$ cat src/rtl/uart_tx_arbiter.sv
// Round-robin arbiter sharing one UART transmitter among NUM_REQ byte sources.
// Optional packet lock enabled by defining UART_ARB_LOCK_EN.
module uart_tx_arbiter #(
   parameter int NUM_REQ     = 4,
   parameter int ACK_TIMEOUT = 8,
   localparam int IDW        = $clog2(NUM_REQ)
) (
   input  logic                 clk,
   input  logic                 rst,
   input  logic [NUM_REQ-1:0]   req_valid,
   input  logic [8*NUM_REQ-1:0] req_data,
   input  logic [NUM_REQ-1:0]   req_last,
   output logic [NUM_REQ-1:0]   req_ready,
   output logic [7:0]           tx_data,
   output logic                 tx_start,
   input  logic                 tx_busy,
   output logic [IDW-1:0]       grant_id,
   output logic                 grant_active,
   output logic                 err_timeout,
   output logic [15:0]          tx_count
);

   localparam int TW = $clog2(ACK_TIMEOUT + 1);

   typedef enum logic [1:0] {
      ST_IDLE      = 2'd0,
      ST_START     = 2'd1,
      ST_WAIT_ACK  = 2'd2,
      ST_WAIT_DONE = 2'd3
   } state_t;

   state_t               state_r, next_state_s;
   logic [IDW-1:0]       rr_ptr_r, win_s, idx_s;
   logic                 found_s, grant_s, timeout_s, done_s;
   logic [NUM_REQ-1:0]   elig_s, ready_s;
   logic [7:0]           tx_data_r;
   logic                 tx_start_r, grant_active_r, err_timeout_r;
   logic [IDW-1:0]       grant_id_r;
   logic [15:0]          tx_count_r;
   logic [TW-1:0]        timer_r;

`ifdef UART_ARB_LOCK_EN
   logic                 lock_r;
   logic [IDW-1:0]       lock_id_r;

   // While a packet is open only its owner is eligible
   always_comb begin
      elig_s = req_valid;
      if (lock_r) begin
         elig_s = req_valid & ({{(NUM_REQ-1){1'b0}}, 1'b1} << lock_id_r);
      end else begin
         elig_s = req_valid;
      end
   end
`else
   logic                 unused_last_s;

   assign unused_last_s = ^req_last;
   assign elig_s        = req_valid;
`endif

   // Pick the first eligible requester after the round-robin pointer
   always_comb begin
      found_s = 1'b0;
      win_s   = '0;
      idx_s   = '0;
      for (int k = 1; k <= NUM_REQ; k++) begin
         idx_s = IDW'((int'(rr_ptr_r) + k) % NUM_REQ);
         if (!found_s && elig_s[idx_s]) begin
            found_s = 1'b1;
            win_s   = idx_s;
         end else begin
            found_s = found_s;
         end
      end
   end

   // Next-state and handshake decode
   always_comb begin
      next_state_s = state_r;
      ready_s      = '0;
      grant_s      = 1'b0;
      timeout_s    = 1'b0;
      done_s       = 1'b0;
      case (state_r)
         ST_IDLE: begin
            if (!tx_busy && found_s) begin
               grant_s         = 1'b1;
               ready_s[win_s]  = 1'b1;
               next_state_s    = ST_START;
            end else begin
               next_state_s = ST_IDLE;
            end
         end
         ST_START: next_state_s = ST_WAIT_ACK;
         ST_WAIT_ACK: begin
            if (tx_busy) begin
               next_state_s = ST_WAIT_DONE;
            end else if (timer_r == TW'(ACK_TIMEOUT - 1)) begin
               timeout_s    = 1'b1;
               next_state_s = ST_IDLE;
            end else begin
               next_state_s = ST_WAIT_ACK;
            end
         end
         ST_WAIT_DONE: begin
            if (!tx_busy) begin
               done_s       = 1'b1;
               next_state_s = ST_IDLE;
            end else begin
               next_state_s = ST_WAIT_DONE;
            end
         end
         default: next_state_s = ST_IDLE;
      endcase
   end

   // State register
   always_ff @(posedge clk or posedge rst) begin
      if (rst) begin
         state_r <= ST_IDLE;
      end else begin
         state_r <= next_state_s;
      end
   end

   // Launch datapath, ack timer and status
   always_ff @(posedge clk or posedge rst) begin
      if (rst) begin
         rr_ptr_r       <= IDW'(NUM_REQ - 1);
         tx_data_r      <= 8'h00;
         tx_start_r     <= 1'b0;
         grant_id_r     <= '0;
         grant_active_r <= 1'b0;
         err_timeout_r  <= 1'b0;
         tx_count_r     <= 16'h0000;
         timer_r        <= '0;
      end else begin
         tx_start_r <= grant_s;
         if (grant_s) begin
            tx_data_r      <= req_data[{win_s, 3'b000} +: 8];
            grant_id_r     <= win_s;
            rr_ptr_r       <= win_s;
            grant_active_r <= 1'b1;
            tx_count_r     <= tx_count_r + 16'd1;
         end else if (timeout_s || done_s) begin
            grant_active_r <= 1'b0;
         end
         if (state_r == ST_START) begin
            timer_r <= '0;
         end else if (state_r == ST_WAIT_ACK && !tx_busy) begin
            timer_r <= timer_r + TW'(1);
         end
         if (timeout_s) begin
            err_timeout_r <= 1'b1;
         end
      end
   end

`ifdef UART_ARB_LOCK_EN
   // Packet lock follows req_last of each granted byte; a timeout drops it
   always_ff @(posedge clk or posedge rst) begin
      if (rst) begin
         lock_r    <= 1'b0;
         lock_id_r <= '0;
      end else if (grant_s) begin
         lock_r    <= ~req_last[win_s];
         lock_id_r <= win_s;
      end else if (timeout_s) begin
         lock_r    <= 1'b0;
      end
   end
`endif

   assign req_ready    = ready_s & {NUM_REQ{~rst}};
   assign tx_data      = tx_data_r;
   assign tx_start     = tx_start_r;
   assign grant_id     = grant_id_r;
   assign grant_active = grant_active_r;
   assign err_timeout  = err_timeout_r;
   assign tx_count     = tx_count_r;

endmodule

$ cat config.mk
export PLATFORM = sky130hd
export DESIGN_NAME = uart_tx_arbiter
export DESIGN_NICKNAME = d
export VERILOG_FILES = /design/src/rtl/uart_tx_arbiter.sv
export SDC_FILE = /design/constraint.sdc
export NUM_CORES = 1
export LEC_CHECK = 0
export BUFFER_PORTS_ARGS = -buffer_cell sky130_fd_sc_hd__buf_2
export CORE_MARGIN = 5
export CORE_UTILIZATION = 45
export CTS_BUF_LIST = sky130_fd_sc_hd__clkbuf_16
export DETAILED_ROUTE_END_ITERATION = 10
export GPL_TIMING_DRIVEN = 0
export MAX_ROUTING_LAYER = met4
export PLACE_DENSITY = 0.84
export SYNTH_ARGS = -nofsm -noshare
export SYNTH_HDL_FRONTEND = slang
export SYNTH_SLANG_ARGS = --single-unit
$ cat constraint.sdc
create_clock -name clk -period 2.1 [get_ports clk]
set_input_delay 0.315 -clock clk [delete_from_list [all_inputs] [get_ports clk]]
set_output_delay 0.315 -clock clk [all_outputs]
set_load 0.005 [all_outputs]
# Yosys cells after proc, flatten, opt, wreduce, memory -nomap -nowiden
# Index checks and enable logic that the tools add are counted.
# op_classes
addsub	6
order_cmp	6
n_eq_ne	4
n_shift	1
muxes	36
bitwise	2
reduce_logical	14
# op_table
cell	count
$shiftx 32x6->8	1
$mux 1	19
$add 16x1->16 const B	1
$mux 4	4
$lt 2x3->1 const B	5
$mux 2	7
$bmux 1 s2	4
$pmux 2 s4	1
$logic_and 1x1->1	6
$add 2x1->2 const B	2
$add 2x2->2 const B	2
$add 4x1->4 const B	1
$and 4x4->4	1
$eq 2x2->1 const B	2
$eq 4x3->1 const B	1
$logic_not 1->1	4
$reduce_bool 2->1	2
$demux 1 s2	1
$eq 2x1->1 const B	1
$ge 2x1->1 const B	1
$logic_not 2->1	1
$logic_or 1x1->1	1
$not 1->1	1
# totals
register_bits	37
inputBits	43
output_inout_bits	33
word_cells	78

# Logic depth before layout (Yosys ltp)
# Gate-level depths: netlist of the first run.
# depth
ltp_word	20
mapped_depth	7
ltp_nobuf	7

# Worst setup path after synthesis of the first run
# No wires, ideal clock.
# synth_path
path_kind	input-to-output
startpoint	input rst
endpoint	output req_ready[2]
arrival_time_ns	1.447
required_ns	1.785
path_slack_ns	0.338
cell_stages	2
path_cell_list	inv_1 and4_1
# synth_via
elab_chain_len	2
# synth_lines
element	line	rtl
from (decl)	9	input logic rst,
$not 1->1	175	assign req_ready = ready_s & {NUM_REQ{~rst}};
$and 4x4->4	175	
to (decl)	13	output logic [NUM_REQ-1:0] req_ready,
# No other way between the ends.

# Worst setup path in the final report of the first run
# layout_path
startpoint	register rr_ptr_r[1]
endpoint	output req_ready[0]
# layout_via
elab_chain_len	20
elab_cells_between_ends	35
cone_classes	4 x add/sub; 2 x order compare; 20 x mux; 1 x bitwise; 8 x reduce/logical
# layout_lines
element	line	rtl
from (decl)	33	logic [IDW-1:0] rr_ptr_r, win_s, idx_s;
from (signal assigned)	130	rr_ptr_r <= IDW'(NUM_REQ - 1);
from (signal assigned)	143	rr_ptr_r <= win_s;
$add 2x1->2	68	idx_s = IDW'((int'(rr_ptr_r) + k) % NUM_REQ);
$bmux 1 s2	69	if (!found_s && elig_s[idx_s]) begin
$mux 1 (not written as such)	69	
$mux 1	69	
$logic_not 1->1	69	
$logic_and 1x1->1	69	
$mux 1	69	
$logic_not 1->1	69	
(+4 left out)	-	
$mux 2	69	
$lt 2x3->1 (not written as such) or $ge 2x1->1 (tied branches)	89	ready_s[win_s] = 1'b1;
$logic_and 1x1->1 (not written as such)	89	
$mux 1 (not written as such)	89	
$demux 1 s2	89	
$mux 4 (*)	87	if (!tx_busy && found_s) begin
$mux 4 (*)	85	case (state_r)
$and 4x4->4 (*)	175	
# Every way passes the cells marked *; elsewhere a longest branch is shown, timed or not. The select of a mux whose other input is x is not followed.

==> results.toml, run 1 <==
[synth]
ys.warnings.count = 0
postSynthAreaPerCell_um2 = 10.52
syn_nets = 232
syn_area_um2 = 1968
yosysSeqAreaShare = 0.4717
ys_ff_latch = 37
synth_cell_types = 45
netlist_instances = 187

[worst_setup_path]
worst_ep_arrival_time_ns = 1.78
rr_endpoint = "tx_data[4]"
worstRegToRegCells = 7
slowest_stage = "dfstp_2"
crit_start = "rr_ptr_r[1]"
cp_max_fo = 6
r2r_start = "rr_ptr_r[1]"
endpoint = "req_ready[0]"
cp_num_buf_inv = 1
cp-end-kind = "output port"
required_ns = 1.78
slowest_delay_ns = 0.59
r2r_setup_slack_ns = 0.17
criticalPathCategory = "flop to output port"
path_cells = "mux2i_1 -> o22ai_1 -> o21bai_4 -> nor4_2 -> buf_2"
cp_num_cells = 5
cp-start-kind = "flop"
crit_family = "flip-flops"

[floorplanning]
coreArea_um2 = 4294
start_util = 0.4583
std_cell_rows = 24
ios = 76
die_w_um = 76.14
die_y_um = 76.14
dieArea_um2 = 5797

[clocking]
clkSinkCount = 37
clock_latency_ns = 0.28
clk_pin_slew_ns = 0.05
htreeDepth = 2
cts_tree = "done"
root_buffer = "clkbuf_16"
ctsHoldBuffers = 0
clockBufferDepth = 2
cts_made_buffers = 5

[finish]
finalNetCount = 313
area_growth_pct = 31.21
layout-drive-gt1-share = 0.3941
diodes = 0
fillers = 380
finalNonFillerCells = 321

[drt]
drt_first_pass_iters = 4
wl_per_cell_um = 14.95
drt-initial-drc-count = 81
drtAntennaViolNets = 0
drc_errors = 0
num_vias = 1727
via_per_inst = 5.380
wl_mm = 4.800

[placed_design]
port-buffer-count = 71
gp_congestion = 0.8079
dpl.hpwl_mm = 3.476
dpl.cell_count = 310

[global_route]
grt_use_total = 0.1685
antenna_found_initial = 0
grt_max_degree = 40
overflow = 0
grt_pass1_vias = 1707
grt_pass1_wl_mm = 7.817

[outcome]
outcome = "complete, no violations"

[timing]
rsz0062_at_grt = "yes"
final_hold_viol_count = 0
slew_violations = 0
max_slew.worst_pin.slew_ns = 0.7689
maxClockFrequency_ghz = 0.4763
clock_skew_ns = 0.006046
slew_headroom = 0.4866
period_needed_ns = 2.099
holdWs_ns = 0.2141
fin_crit_sh = 0.9997
setup_viol = 0

[min_path]
hp-class = "primary input to asynchronous set/reset pin"

[job]
drv_cap = 0

[pwr]
power_leakage_nw = 1.349
ir_worst_vdd_uv = 578.1
p_per_area_nw_per_um2 = 1092
cells in the mapped netlist (all sizes together):
master	n	area (um^2)
nand2b	3	18.77
buf	5	37.53
nand3	8	52.55
nand4	5	52.55
nor3	4	41.29
o211ai	4	30.03
o21ba	1	10.01
o22ai	2	18.77
a21boi	1	7.510
a21oi	4	20.02
o21bai	1	7.510
xnor2	9	78.83
a22oi	2	15.01
o221ai	8	70.07
dfrtp	35	875.8
xor2	6	52.55
mux2i	18	180.2
nor2b	2	12.51
nor4	2	12.51
and3	3	18.77
a211oi	1	12.51
nand2	30	115.1
inv	8	32.53
and2	1	6.260
nand3b	1	7.510
clkbuf	2	7.510
and4	2	17.52
o31ai	1	7.510
ha	2	25.02
nor2	9	46.29
o21ai	5	25.02
dfstp	2	52.55
flip-flops by register name, summed over array words and instances, names as in the netlist:
| name | cells |
|---|---|
| state_r | 2 |
| grant_id | 2 |
| tx_count | 16 |
| rr_ptr_r | 2 |
| err_timeout | 1 |
| grant_active | 1 |
| tx_data | 8 |
| timer_r | 4 |
| tx_start | 1 |
area by class of cell:
class	count	area [um^2]	share of cell area
Tap cell	52	65.06	0.02519
Timing Repair Buffer	77	400.4	0.1550
Clock buffer	5	125.1	0.04845
Multi-Input combinational cell	135	992.2	0.3842
Sequential cell	37	928.4	0.3595
Inverter	8	32.53	0.01260
Buffer	4	26.28	0.01017
Clock inverter	3	12.51	0.004845
logic make-up (layout without fill, tap and decap cells):
family,count (synthesis),in the layout,share of synthesized area
AOI/OAI and AO/OA,30,30,0.1138
adders and majority gates,2,2,0.01271
muxes,18,18,0.09154
DFF,37,37,0.4717
buffers and inverters,15,97,0.03941
xor gates and xnor gates,15,15,0.06675
and+or+nand+nor,70,70,0.2041
worst min path at each step:
stage                             from            to  slack (ns)  depth (start not counted)
after floorplan                tx_busy    state_r[0]        0.43                          2
after global placement     err_timeout   err_timeout        0.45                          2
after detailed placement  tx_count[15]  tx_count[15]        0.46                          1
after CTS                          rst    tx_data[4]        0.24                          2
after global routing               rst    tx_data[4]        0.30                          2
final                              rst    tx_data[4]        0.21                          2
routing by layer:
layer,vias to the layer above,share of wire,GRT usage
met4,0,0.025,0.07692
met2,42,0.53,0.2748
met3,10,0.037,0.03664
met1,848,0.41,0.1985
met5,-,0,-
li1,827,-,-
report_power, final:
group          total, W  switching (W)  internal (W)
clock          0.000694       0.000266      0.000428
sequential      0.00110       0.000175      0.000927
combinational   0.00102       0.000521      0.000504
cells in the final DEF (no fill, tap or decap), types with 3 or more instances in the layout:
cell	instances
mux2i_1	18
nand2_1	29
nor2_1	6
o21ai_0	5
a21oi_1	4
o211ai_1	4
nand2b_1	3
nand3_1	7
clkbuf_16	5
o221ai_1	8
and3_1	3
nand4_1	3
buf_2	71
inv_1	7
xor2_1	6
xnor2_1	9
buf_4	7
dfrtp_1	35
timing repair:
| item | CTS | global route |
|---|---|---|
| buffers inserted | 5 | 1 |
| endpoints found under the setup margin | 4 | 4 |
| pin swaps | 2 | 3 |
| gates cloned | 0 | 0 |
| resized for setup | 1 | 5 |
| endpoints found under the hold margin | 0 | 0 |
worst reg2reg max path, stage by stage (launching register included):
cell and delay [ns]:
dfstp_2 0.59, buf_4 0.14, a211oi_2 0.07, nor3_4 0.28, buf_4 0.19, buf_6 0.16, mux2i_1 0.22, o221ai_1 0.13
stage by stage:
step           total power [W]  setup WS, ns  area, um^2  utilization  TNS [ns]
2_1_floorplan         0.001721        0.3379        1968            -         0
3_3_place_gp          0.002023       -0.2026        2389       0.5562   -0.4046
3_5_place_dp          0.002056        0.2774        2389       0.5562         0
4_1_cts               0.002808      0.002355        2556       0.5953         0
5_1_grt               0.003025       -0.1316        2582       0.6014   -0.2407
6_report              0.002820     0.0005302        2582       0.6014         0
No activity file was read; power rests on OpenSTA's default activity.
==> inputs of run 2 (changes only) <==
Settings changed: CELL_PAD_IN_SITES_DETAIL_PLACEMENT set to 1, CELL_PAD_IN_SITES_GLOBAL_PLACEMENT set to 2, CORE_UTILIZATION 45 to 31, PLACE_DENSITY 0.84 to 0.93.
Clock period 2.1 ns to 2.68 ns, I/O delays scaled along.
==> results.toml, run 2 (synthesis results as in run 1) <==
[drt]
wl_mm = 5.158
drtAntennaViolNets = 0
wl_per_cell_um = 15.04
maxUsedRoutingLayer = "met4"
num_vias = 1688
wl_met3_um = 217
drt_first_pass_iters = 4
via_per_inst = 4.921
wl_met1_mm = 2.281
drc_errors = 0
dr_wl_met2_mm = 2.614
drt-initial-drc-count = 35

[clocking]
cts_setup_buffers = 0
htreeDepth = 2
cts_tree = "done"
root_buffer = "clkbuf_16"
clock_latency_ns = 0.28
cts_made_buffers = 5
cts.repair.resized = 0
clockBufferDepth = 2
clk_pin_slew_ns = 0.06
clkSinkCount = 37
ctsHoldBuffers = 0

[timing]
max_slew.worst_pin.slew_ns = 0.8134
rsz0062_at_grt = "no"
period_needed_ns = 2.230
clock_skew_ns = 0.004635
tns_ns = 0
slew_headroom = 0.4569
setup_viol = 0
fin_crit_sh = 0.8322
slew_violations = 0
final_hold_viol_count = 0
fin_ws_ns = 0.4498
maxClockFrequency_ghz = 0.4484

[pwr]
power_leakage_nw = 1.326
totalPowerFinal_w = 0.002168
ir_worst_vdd_uv = 352.2
p_per_area_nw_per_um2 = 847.4

[job]
drv_cap = 0

[finish]
layout-drive-gt1-share = 0.3722
final_cell_mix = "buf_2, dfrtp_1, nand2_1"
layout_commonest_cell = "buf_2"
diodes = 0
fillers = 772
area_growth_pct = 30.01
finalNetCount = 310
fin_util = 0.4076
largest_reg_flops = 16
fin_area_um2 = 2559

[placed_design]
dpl.hpwl_mm = 3.928
gp_congestion = 0.7973
post-place-ws_ns = 0.6617
place_area_um2 = 2420
port-buffer-count = 71

[worst_setup_path]
required_ns = 2.28
cp-end-kind = "output port"
criticalPathCategory = "flop to output port"
cp_max_fo = 10
worst_ep_arrival_time_ns = 1.83
r2r_start = "rr_ptr_r[1]"
crit_start = "state_r[1]"
cp-start-kind = "flop"

[floorplanning]
die_y_um = 89.68
ios = 76
dieArea_um2 = 8043
coreArea_um2 = 6277
die_w_um = 89.68
start_util = 0.3135
std_cell_rows = 29

[global_route]
grt_pass1_vias = 1883
grt_pass1_wl_mm = 8.921
grt_max_degree = 40
grt_use_total = 0.1455
antenna_found_initial = 0
overflow = 0

[outcome]
outcome = "complete, no violations"

[min_path]
hp-class = "primary input to asynchronous set/reset pin"
## run 2: through the flow
| stage | instances | hold slack [ns] |
|---|---|---|
| global placement | 335 | 0.4454 |
| finish | 343 | 0.3099 |
| global route | 343 | 0.3958 |
| CTS | 343 | 0.3444 |
| floorplan | 187 | 0.4596 |
| detailed placement | 335 | 0.4525 |
## run 2: worst max-delay path, cell delays in order, from the launching register on
cell and delay [ns]:
dfrtp_1 0.35, clkbuf_1 0.20, inv_2 0.19, nand3_4 0.16
inv_4 0.15, buf_4 0.18, and4_1 0.19, buf_2 0.13
## run 2: final cells by class
class	instances	area [um^2]	area share
multi-input cells	135	962.2	0.3760
repair buffers	71	355.3	0.1389
inverters	8	32.53	0.01271
clock inverters	3	13.76	0.005379
flip-flops and latches	37	928.4	0.3628
plain buffers	7	45.04	0.01760
clock buffers	5	125.1	0.04890
well taps	77	96.34	0.03765
## run 2: power by group
group / internal [W] / switching (W)
clock network: 0.000338 / 0.000220
logic: 0.000352 / 0.000422
registers: 0.000725 / 0.000112
total: 0.00141 / 0.000754
## run 2: worst paths after layout
check / cells after the start / slack (ns) / to
max reg2reg: 6 / 0.85 / tx_data[3]
max in group asynchronous: 2 / 1.86 / tx_count[13]
min in group clk: 3 / 0.43 / state_r[0]
min: 2 / 0.31 / tx_count[2]
max: 7 / 0.45 / req_ready[2]
min reg2reg: 1 / 0.46 / tx_count[15]
## run 2: metal layers
metal / up-vias / global-route usage
li1: 819 / -
met1: 834 / 0.1830
met2: 31 / 0.2400
met3: 4 / 0.02920
met4: 0 / 0.03654
met5: - / -
==> inputs of run 3 (changes only) <==
Settings changed: CORE_UTILIZATION 31 to 26, PLACE_DENSITY 0.93 to 0.84.
Clock period 2.68 ns to 1.8 ns, I/O delays scaled along.
==> results.toml, run 3 (synthesis results as in run 1) <==
[timing]
tns_ns = -0.8444
holdWs_ns = 0.2030
max_slew.worst_pin.slew_ns = 0.8365
period_needed_ns = 2.027
rsz0062_at_grt = "yes"
slew_violations = 0
fin_crit_sh = 1.126
maxClockFrequency_ghz = 0.4934
clock_skew_ns = 0.004610
final_hold_viol_count = 0
slew_headroom = 0.4415
fin_ws_ns = -0.2268
setup_viol = 4

[drt]
num_vias = 1722
wl_mm = 5.510
drc_errors = 0
wl_per_cell_um = 14.97
drt_first_pass_iters = 4
drtAntennaViolNets = 0
drt-initial-drc-count = 29
via_per_inst = 4.679

[finish]
largest_reg_flops = 16
area_growth_pct = 38.52
layout_commonest_cell = "buf_2"
fin_area_um2 = 2726
diodes = 0
layout-drive-gt1-share = 0.4201
final_cell_mix = "buf_2, dfrtp_1, nand2_1"
finalNetCount = 313
fillers = 863

[global_route]
grt_max_degree = 40
grt_pass1_vias = 1885
overflow = 0
antenna_found_initial = 0
grt_use_total = 0.1264
grt_pass1_wl_mm = 9.563

[min_path]
hp-class = "primary input to asynchronous set/reset pin"

[worst_setup_path]
worstRegToRegCells = 5
cp-start-kind = "flop"
required_ns = 1.53
r2r_setup_slack_ns = 0.02
worst_ep_arrival_time_ns = 1.76
rr_endpoint = "tx_data[3]"
r2r_start = "rr_ptr_r[1]"
cp_max_fo = 5
cp-end-kind = "output port"
criticalPathCategory = "flop to output port"

[floorplanning]
std_cell_rows = 31
ios = 76
die_y_um = 97.01
coreArea_um2 = 7331
start_util = 0.2685
die_w_um = 97.01
dieArea_um2 = 9410

[outcome]
violations = "negative setup slack"
outcome = "complete, but fails checks"

[pwr]
switchingPower_w = 0.001222
p_int_w = 0.002353
swShare = 0.3419
p_seq_frac = 0.364
p_per_area_nw_per_um2 = 1311
pwr-share-clk = 0.277
p_comb_frac = 0.359
ir_worst_vdd_uv = 703.3
power_leakage_nw = 1.357

[clocking]
clock_latency_ns = 0.28
cts_tree = "done"
clk_pin_slew_ns = 0.06
ctsHoldBuffers = 0
clockBufferDepth = 2
clkSinkCount = 37
cts_made_buffers = 5
htreeDepth = 2
root_buffer = "clkbuf_16"

[placed_design]
place_area_um2 = 2447
dpl.hpwl_mm = 4.160
port-buffer-count = 71
post-place-ws_ns = -0.05981
gp_congestion = 0.7679

[job]
drv_cap = 0
run 3: how the worst max path moves through the flow:
stage           startpoint           end  slack, ns  depth (start not counted)
5_1_grt        rr_ptr_r[1]  req_ready[2]      -0.34                          5
4_1_cts        rr_ptr_r[1]  req_ready[1]      -0.22                          6
6_report       rr_ptr_r[1]  req_ready[2]      -0.23                          5
3_3_place_gp           rst  req_ready[3]      -0.53                          4
3_5_place_dp    state_r[1]  req_ready[3]      -0.06                          7
2_1_floorplan          rst  req_ready[2]       0.13                          2
run 3: critical path: stages, from the launching register on:
cell     delay (ns)
dfstp_2        0.60
mux2i_1        0.24
o22ai_2        0.10
o21ba_4        0.24
and4_1         0.18
buf_2          0.13
run 3: power groups by stage:
stage                     clock, W  sequential [W]  combinational (W)
final                     0.000990         0.00130            0.00128
after detailed placement         0         0.00126            0.00119
after global routing       0.00106         0.00135            0.00144
after CTS                  0.00102         0.00130            0.00128
after floorplan                  0         0.00125           0.000754
after global placement           0         0.00125            0.00115
run 3: timing repair:
item / in CTS / in global routing
buffers inserted: 4 / 2
hold endpoints to repair: 0 / 0
gates resized for setup: 13 / 6
pin swaps: 8 / 1
endpoints found under the setup margin: 6 / 12
run 3: layout make-up:
class,count,area [um^2],share of cell area
Buffer,4,26.28,0.009637
Clock buffer,5,125.1,0.04589
Clock inverter,3,41.29,0.01514
Inverter,8,35.03,0.01285
Multi-Input combinational cell,135,1039,0.3809
Sequential cell,37,928.4,0.3405
Tap cell,99,123.9,0.04543
Timing Repair Buffer,77,407.9,0.1496
run 3: per-layer routing:
metal,track usage,wire (um),share of wire
met5,-,0,0
met4,0.03240,4,0.00073
met3,0.02878,181,0.033
met2,0.2086,2882,0.52
met1,0.1564,2442,0.44
run 3: per-stage QoR:
step,std cells,power (W),utilization
2_1_floorplan,187,0.002008,-
3_3_place_gp,357,0.002404,0.3338
3_5_place_dp,357,0.002458,0.3338
4_1_cts,367,0.003599,0.3680
5_1_grt,368,0.003854,0.3719
6_report,368,0.003576,0.3719
